File: config.mk
export PLATFORM = sky130hd
export DESIGN_NAME = stopwatch_ctrl
export DESIGN_NICKNAME = d
export VERILOG_FILES = /design/src/rtl/stopwatch_pkg.sv /design/src/rtl/stopwatch_bcd_time.sv /design/src/rtl/stopwatch_ctrl.sv
export SDC_FILE = /design/constraint.sdc
export NUM_CORES = 1
export LEC_CHECK = 0
export CORE_MARGIN = 3
export CORE_UTILIZATION = 40
export CTS_CLUSTER_SIZE = 40
export DETAILED_ROUTE_END_ITERATION = 6
export GPL_TIMING_DRIVEN = 0
export PLACE_DENSITY_LB_ADDON = 0.2
export SYNTH_ARGS = -nofsm -noshare
export SYNTH_HDL_FRONTEND = slang
export SYNTH_HIERARCHICAL = 1
export SYNTH_SLANG_ARGS = --single-unit
File: constraint.sdc
create_clock -name clk500hz -period 3.44 [get_ports clk500hz]
set_input_delay 0.344 -clock clk500hz [delete_from_list [all_inputs] [get_ports clk500hz]]
set_output_delay 0.344 -clock clk500hz [all_outputs]
set_load 0.1 [all_outputs]
File: src/rtl/stopwatch_pkg.sv
// Shared types and constants for the MM:SS stopwatch sequencer.
package stopwatch_pkg;

    typedef enum logic [2:0] {
        IDLE  = 3'd0,
        RUN   = 3'd1,
        PAUSE = 3'd2,
        LAP   = 3'd3,
        DONE  = 3'd4
    } state_e;

    localparam logic [15:0] BCD_DONE     = 16'hdddd;
    localparam logic [3:0]  MAX_SEC_TENS = 4'd5;
    localparam logic [3:0]  MAX_DIGIT    = 4'd9;

endpackage

File: src/rtl/stopwatch_bcd_time.sv
// MM:SS BCD counter; saturates at 59:59 and clears synchronously on clr_i.
module stopwatch_bcd_time
    import stopwatch_pkg::*;
(
    input  logic        clk_i,
    input  logic        rst_ni,
    input  logic        inc_i,
    input  logic        clr_i,
    output logic [15:0] time_o,
    output logic        at_max_o
);

    logic [3:0] sec_u_q, sec_t_q, min_u_q, min_t_q;
    logic [3:0] sec_u_d, sec_t_d, min_u_d, min_t_d;

    always_ff @(posedge clk_i or negedge rst_ni) begin
        if (!rst_ni) begin
            sec_u_q <= '0;
            sec_t_q <= '0;
            min_u_q <= '0;
            min_t_q <= '0;
        end else begin
            sec_u_q <= sec_u_d;
            sec_t_q <= sec_t_d;
            min_u_q <= min_u_d;
            min_t_q <= min_t_d;
        end
    end

    // Ripple carry through the digits; the top digit never passes 5 because 59:59 blocks inc.
    always_comb begin
        sec_u_d = sec_u_q;
        sec_t_d = sec_t_q;
        min_u_d = min_u_q;
        min_t_d = min_t_q;
        if (clr_i) begin
            sec_u_d = '0;
            sec_t_d = '0;
            min_u_d = '0;
            min_t_d = '0;
        end else if (inc_i && !at_max_o) begin
            if (sec_u_q != MAX_DIGIT) begin
                sec_u_d = sec_u_q + 4'd1;
            end else begin
                sec_u_d = '0;
                if (sec_t_q != MAX_SEC_TENS) begin
                    sec_t_d = sec_t_q + 4'd1;
                end else begin
                    sec_t_d = '0;
                    if (min_u_q != MAX_DIGIT) begin
                        min_u_d = min_u_q + 4'd1;
                    end else begin
                        min_u_d = '0;
                        min_t_d = min_t_q + 4'd1;
                    end
                end
            end
        end
    end

    assign time_o   = {min_t_q, min_u_q, sec_t_q, sec_u_q};
    assign at_max_o = (time_o == {MAX_SEC_TENS, MAX_DIGIT, MAX_SEC_TENS, MAX_DIGIT});

endmodule

File: src/rtl/stopwatch_ctrl.sv
// Stopwatch sequencer: button edge detect, 1 s prescaler, state machine and display mux.
module stopwatch_ctrl
    import stopwatch_pkg::*;
#(
    parameter int TICK_DIV = 500
) (
    input  logic        clk500hz,
    input  logic        rstn,
    input  logic        btn_start_stop,
    input  logic        btn_lap,
    input  logic        btn_clear,
    output logic [15:0] bcd_num,
    output logic        running,
    output logic        lap_active,
    output logic        done
);

    localparam logic [15:0] TICK_LAST = 16'(TICK_DIV - 1);

    state_e      state_q, state_d;
    logic [15:0] presc_q, presc_d;
    logic [15:0] snap_q, snap_d;
    logic        prev_ss_q, prev_lap_q, prev_clr_q;

    logic        ev_ss, ev_lap, ev_clr;
    logic        counting, tick, go_idle, inc;
    logic [15:0] cur_time;
    logic        at_max;

    assign ev_ss    = btn_start_stop & ~prev_ss_q;
    assign ev_lap   = btn_lap & ~prev_lap_q;
    assign ev_clr   = btn_clear & ~prev_clr_q;
    assign counting = (state_q == RUN) || (state_q == LAP);
    assign tick     = counting && (presc_q == TICK_LAST);
    assign go_idle  = (state_d == IDLE) && (state_q != IDLE);
    assign inc      = tick && !at_max;

    stopwatch_bcd_time u_time (
        .clk_i    (clk500hz),
        .rst_ni   (rstn),
        .inc_i    (inc),
        .clr_i    (go_idle),
        .time_o   (cur_time),
        .at_max_o (at_max)
    );

    always_ff @(posedge clk500hz or negedge rstn) begin
        if (!rstn) begin
            state_q <= IDLE;
        end else begin
            state_q <= state_d;
        end
    end

    // Prev registers reset high so a button held through reset needs a release first.
    always_ff @(posedge clk500hz or negedge rstn) begin
        if (!rstn) begin
            presc_q    <= '0;
            snap_q     <= '0;
            prev_ss_q  <= 1'b1;
            prev_lap_q <= 1'b1;
            prev_clr_q <= 1'b1;
        end else begin
            presc_q    <= presc_d;
            snap_q     <= snap_d;
            prev_ss_q  <= btn_start_stop;
            prev_lap_q <= btn_lap;
            prev_clr_q <= btn_clear;
        end
    end

    always_comb begin
        presc_d = presc_q;
        if (go_idle || tick) begin
            presc_d = '0;
        end else if (counting) begin
            presc_d = presc_q + 16'd1;
        end
    end

    always_comb begin
        snap_d = snap_q;
        if (state_q == RUN && state_d == LAP) begin
            snap_d = cur_time;
        end
    end

    // Overflow on the final tick outranks any button in the same cycle.
    always_comb begin
        state_d = state_q;
        case (state_q)
            IDLE: begin
                if (ev_ss) state_d = RUN;
            end
            RUN: begin
                if (tick && at_max)  state_d = DONE;
                else if (ev_ss)      state_d = PAUSE;
                else if (ev_lap)     state_d = LAP;
            end
            LAP: begin
                if (tick && at_max)  state_d = DONE;
                else if (ev_ss)      state_d = PAUSE;
                else if (ev_lap)     state_d = RUN;
            end
            PAUSE: begin
                if (ev_clr)          state_d = IDLE;
                else if (ev_ss)      state_d = RUN;
            end
            DONE: begin
                if (ev_clr)          state_d = IDLE;
            end
            default: state_d = IDLE;
        endcase
    end

    always_comb begin
        bcd_num    = cur_time;
        running    = 1'b0;
        lap_active = 1'b0;
        done       = 1'b0;
        case (state_q)
            RUN: begin
                running = 1'b1;
            end
            LAP: begin
                running    = 1'b1;
                lap_active = 1'b1;
                bcd_num    = snap_q;
            end
            DONE: begin
                done    = 1'b1;
                bcd_num = BCD_DONE;
            end
            default: ;
        endcase
    end

endmodule
==> flow_summary.yaml <==
setup_path:
  worstPathRequired_ns: 3.10
  worst-setup-path-type: "flip-flop to primary output"
  rr_endpoint: "u_time/min_u_q[2]"
  startpoint_type: "flip-flop"
  r2r_cells: 10
  rrSetupSlack_ns: 0.59
  reg2reg_from: "u_time/sec_u_q[1]"
  worst-path-max-fanout: 10
  critPathCaptureType: "primary output"
  arrival_ns: 2.90
sta:
  rsz0062_at_grt: "false"
  worst_pin_slew_ns: 0.971
  fin_skew_ns: 0.0162
  whs_ns: 0.0447
  fin_tns_setup_ns: 0
  fin_ws_ns: 0.195
  post-route-min-period_ns: 3.24
  max_clock_freq_ghz: 0.308
  max-slew-margin-rel_pct: 35.2
  setup_viol: 0
  period_share_pct: 94.3
  hold_viol_final: 0
  slew_violations: 0
power_and_ir_drop:
  p_per_area_nw_per_um2: 468
  total_power_mw: 1.57
  ir_drop_v: 0.000167
  p_leak_nw: 1.69
cells_and_area:
  final_cell_mix: "51 x dfrtp_1, 34 x nor2_1, 30 x nand2_1"
  regArea_um2: 1360
  final_cells: 404
  multiInputGateArea_um2: 1460
  mostFrequentLayoutCell: "dfrtp_1"
  nFillCells: 673
  syn_to_final_growth_pct: 15.6
  nets: 317
  drive_gt1_share_pct: 15.3
  fin_area_um2: 3350
  finish.utilization_pct: 48.5
  diodes: 0
global_routing:
  grt_max_degree: 29
  overflow: 0
  grt_pass1_wl_um: 10600
  grt_pass1_vias: 2055
  antenna_found_initial: 0
  track_usage_pct: 15.6
synth:
  synthFlopType: "dfrtp_1"
  synth_top_cell_area_share_pct: 44.1
  syn_inst: 276
  yosys_warnings: 6
  synth_edf_count: 0
  syn_area_um2: 2900
  ys_top_cells_by_area: "dfrtp_1 44%, mux2_4 5.2%, xor2_1 4.8%"
  synth_cell_types: 54
  yosys.area.top_type: "dfrtp_1"
  synth_nets: 286
  async_flop_share_pct: 100
  ys_seq_area_share_pct: 46.8
  yosys_register_bits: 54
  avgSynthCellArea_um2: 10.5
place:
  postPlaceCellArea_um2: 3260
  place_inst: 396
  io_buffers: 23
  place_ws_ns: 0.234
  place_congestion: 0.758
  dp_hpwl_um: 4240
clock_network:
  cts_tree: "built"
  cts-htree-levels: 2
  clk_path_buf_depth: 2
  cts_made_buffers: 5
  cts_sinks: 54
  cts-root-buf: "clkbuf_8"
  clock_latency_ns: 0.31
  cts_hold_buffers: 0
  clkSlewWorstSetupHoldPaths_ns: 0.10
  post_cts_buffers: 0
floorplan:
  io_pins: 24
  initial_core_util_pct: 41.9
  num_rows: 30
  die_area_um2: 8290
  fp.dieW_um: 91.1
  die_h_um: 91.1
  coreArea_um2: 6910
routing:
  drt_wl_total_um: 6030
  ant_nets: 0
  drt_pass1_iterations: 4
  wl_per_cell_um: 14.9
  via_per_inst: 5.25
  drt_iter0_drc: 109
  num_vias: 2122
  drc_errors: 0
run_status:
  status: "complete, no violations"
hold_path:
  hp-class: "input pin to asynchronous set/reset pin"
run:
  cap_viol_max_count: 0
-- kinds of logic (layout without fill, tap and decap cells) --
logic type                 count (synthesis)  after routing  synth area share, %
xor gates and xnor gates                  21             21                 6.35
AOI/OAI and AO/OA                         36             36                 9.20
and+or+nand+nor                          123            123                 23.9
adders and majority gates                  6              6                 2.51
muxes                                     19             19                 8.56
buffers and inverters                     17             49                 2.72
DFF                                       54             54                 46.8
-- repair_timing --
action / 4_1_cts / 5_1_grt
endpoints found under the hold margin: 0 / 0
resized for setup: 10 / 6
gates cloned: 0 / 0
setup endpoints to repair: 10 / 6
-- registers in the layout, summed over array words and instances (netlist names) --
| register | count |
|---|---|
| prev_ss_q | 1 |
| presc_q | 16 |
| prev_clr_q | 1 |
| prev_lap_q | 1 |
| u_time/min_u_q | 4 |
| u_time/min_t_q | 4 |
| snap_q | 16 |
| state_q | 3 |
| u_time/sec_t_q | 4 |
| u_time/sec_u_q | 4 |
-- power breakdown --
part / switching [mW] / leakage (nW) / internal, mW
Clock: 0.205 / 0.0385 / 0.145
Sequential: 0.0393 / 0.737 / 0.672
Combinational: 0.377 / 0.915 / 0.127
-- area by class of cell --
class / count / area share, %
multi-input combinational: 205 / 43.6
clock buffer: 7 / 2.28
inverter: 9 / 1.01
clock inverter: 1 / 0.224
sequential: 54 / 40.5
timing repair buffer: 24 / 7.40
buffer: 8 / 1.38
tap: 96 / 3.59
-- cell usage after synthesis, drive strengths merged, types with 4 or more instances --
master and number:
nand4 10, nand3 12, inv 9, buf 5
nor2 34, dfrtp 51, xnor2 5, ha 5
a21oi 8, nor2b 5, o22a 7, nor3 6
o21ai 5, a22o 4, nand2 30, xor2 16
mux2 16
-- metal layers --
metal	track usage (%)	routed length [µm]	vias up
met4	3.77	37	0
met5	0	0	-
met2	22.4	2590	26
met1	23.9	3230	1050
li1	-	-	1042
met3	3.15	174	4
-- worst max path at each step --
stage	endpoint	slack [ns]	startpoint
after global placement	bcd_num[0]	0.21	state_q[2]
after detailed placement	bcd_num[0]	0.23	state_q[2]
after floorplan	bcd_num[10]	0.02	state_q[2]
after CTS	bcd_num[13]	0.01	state_q[2]
final	lap_active	0.20	state_q[2]
after global routing	bcd_num[2]	0.007	state_q[2]
-- critical path: stages, from the launching register on --
cell and delay [ns]:
dfrtp_1 0.46, nand2b_1 0.23, inv_1 0.23, nand2_1 0.17, inv_1 0.10, clkbuf_2 0.22, clkdlybuf4s50_1 1.17
No activity file was read; power rests on OpenSTA's default activity.
==> variant: new RTL, config.mk and constraints unchanged <==
The 5 states of `state_e` get a one-hot encoding in 5 bits.
--- a/src/rtl/stopwatch_pkg.sv
+++ b/src/rtl/stopwatch_pkg.sv
@@ -1,12 +1,12 @@
 // Shared types and constants for the MM:SS stopwatch sequencer.
 package stopwatch_pkg;
 
-    typedef enum logic [2:0] {
-        IDLE  = 3'd0,
-        RUN   = 3'd1,
-        PAUSE = 3'd2,
-        LAP   = 3'd3,
-        DONE  = 3'd4
+    typedef enum logic [4:0] {
+        IDLE  = 5'b00001,
+        RUN   = 5'b00010,
+        PAUSE = 5'b00100,
+        LAP   = 5'b01000,
+        DONE  = 5'b10000
     } state_e;
 
     localparam logic [15:0] BCD_DONE     = 16'hdddd;
Behaviour: no difference found for any inputs over 10 cycles, from zero or initial values and one cycle with rstn low; not proved beyond that.
==> variant against the unedited design <==
Global-route usage grew 4.1 points. Clock skew shrank 0.0018 ns. Total power grew 27%. Synthesized cell count grew 46%. Non-clock buffer count grew 25. Core utilization shrank 0.36 points. Synthesized area grew 24%. Final area grew 22%. Sequential cell count grew 2. Die area grew 22%. Setup slack lost 0.034 ns. Fmax shrank 1.0%. Wire length grew 60%. Via count grew 53%. Highest routed layer unchanged. Critical path type unchanged.
==> variant: results (changes against the unedited design) <==
status: "finished clean"
globalplace.congestion: 0.870  # +15%
grt_start_max_net_pins: 32  # +10%
finalNetCount: 444  # +40%
dp_worst_setup_slack_ns: -0.465  # -0.699 ns
hpwl_um: 6810  # +61%
global_route.usage.met2_pct: 31.2  # +8.8 points
gr-usage-met3_pct: 2.28  # -0.86 points
post_synth_most_frequent_cells: "58 x sky130_fd_sc_hd__nand2_1, 52 x sky130_fd_sc_hd__dfrtp_1, 33 x sky130_fd_sc_hd__o31ai_1"
route.vias.total: 3253  # +53%
largestRegisters: "presc_q x16, snap_q x16, state_q x5"
groute.layer.met1.usage_pct: 29.1  # +5.2 points
wl_um: 9660  # +60%
report.final.hold_viol_count: 0  # unchanged
layout.filler_cells: 797  # +18%
slew_headroom_pct: 34.4  # -0.77 points
p_leak_nw: 1.59  # -6.2%
met2RoutedLength_um: 4490  # +73%
synth_fp_nets: 414  # +45%
critPathMaxStageDelay_ns: 0.86  # -0.31 ns
synth_area_leaders: "sky130_fd_sc_hd__dfrtp_1 36%, sky130_fd_sc_hd__o31ai_1 6.9%, sky130_fd_sc_hd__nand2_1 6.1%"
ys_seq_area_share_pct: 39.3  # -7.5 points
drt-initial-drc-count: 270  # +150%
first_global_vias: 3153  # +53%
critical_path_peak_fanout: 9  # -1
cell_at_the_slowest_stage_of_the_critical_path: "sky130_fd_sc_hd__dlygate4sd2_1"
fraction_of_final_layout_cells_sized_beyond_drive_strength_1_pct: 11.5  # -3.8 points
ir_worst_vdd_uv: 237  # +42%
==> variant: cell types whose count changed in the layout (fill, tap and decap cells not counted), moves of 6 or more <==
cell / before / now
sky130_fd_sc_hd__clkdlybuf4s15_2: 0 / 10
sky130_fd_sc_hd__o31a_1: 0 / 17
sky130_fd_sc_hd__mux2_4: 10 / 0
sky130_fd_sc_hd__o31ai_1: 1 / 33
sky130_fd_sc_hd__clkbuf_1: 4 / 19
sky130_fd_sc_hd__a31oi_1: 2 / 14
sky130_fd_sc_hd__mux2_2: 6 / 0
sky130_fd_sc_hd__nor2_1: 34 / 23
sky130_fd_sc_hd__nand2_1: 30 / 58
sky130_fd_sc_hd__xor2_1: 16 / 4
==> variant: per-stage QoR <==
step                utilization [%]  total power (W)  instance area, um^2  cells
global placement               46.6          0.00159                 3940    532
floorplan                         -          0.00142                 3580    404
detailed placement             46.8          0.00161                 3960    533
finish                         48.1          0.00199                 4070    540
CTS                            48.1          0.00200                 4070    541
global route                   48.1          0.00214                 4070    540
==> variant: area by class of cell <==
cell class,count,area share [%]
Clock inverter,3,0.553
Sequential cell,56,34.5
Multi-Input combinational cell,301,48.5
Timing Repair Buffer,24,6.27
Tap cell,105,3.23
Clock buffer,5,1.69
Buffer,33,4.06
Inverter,13,1.20
==> variant: repair_timing <==
action / CTS / global route
gates resized for setup: 39 / 2
buffers inserted: 0 / 0
setup endpoints to repair: 29 / 14
pin swaps: 0 / 1
==> variant: worst max-delay path, delay by kind of cell (launching register included) <==
family,cells,cell delay (ns)
buf+inv,2,1.06
simple gates,3,1.01
compound gates,1,0.17
flops,1,0.37
==> variant: final timing paths <==
| path | from | to | slack (ns) | cells after the start |
|---|---|---|---|---|
| setup / recovery | state_q[3]$_DFF_PN0_ | bcd_num[7] | 0.16 | 6 |
| hold / removal | rstn | presc_q[5]$_DFFE_PN0P_ | 0.03 | 1 |
| setup reg to reg | state_q[4]$_DFF_PN0_ | u_time/min_u_q[1]$_DFFE_PN0P_ | 0.26 | 11 |
| hold reg to reg | presc_q[15]$_DFFE_PN0P_ | presc_q[15]$_DFFE_PN0P_ | 0.54 | 1 |
| max in group asynchronous | rstn | u_time/sec_t_q[0]$_DFFE_PN0P_ | 2.80 | 2 |
| min in group clk500hz | btn_clear | prev_clr_q$_DFF_PN1_ | 0.45 | 1 |
==> variant: kinds of logic after synthesis <==
logic type,synth area share [%]
buffers and inverters,6.04
AOI/OAI and AO/OA,25.3
DFF,39.3
and+or+nand+nor,24.9
muxes,0.838
xor gates and xnor gates,1.96
adders and majority gates,1.75
==> variant: power breakdown <==
part	total, W	switching, W	internal (W)	leakage (nW)
Clock	0.000385	0.000238	0.000147	0.0485
Sequential	0.000912	0.000114	0.000798	0.715
Combinational	0.000689	0.000423	0.000266	0.823
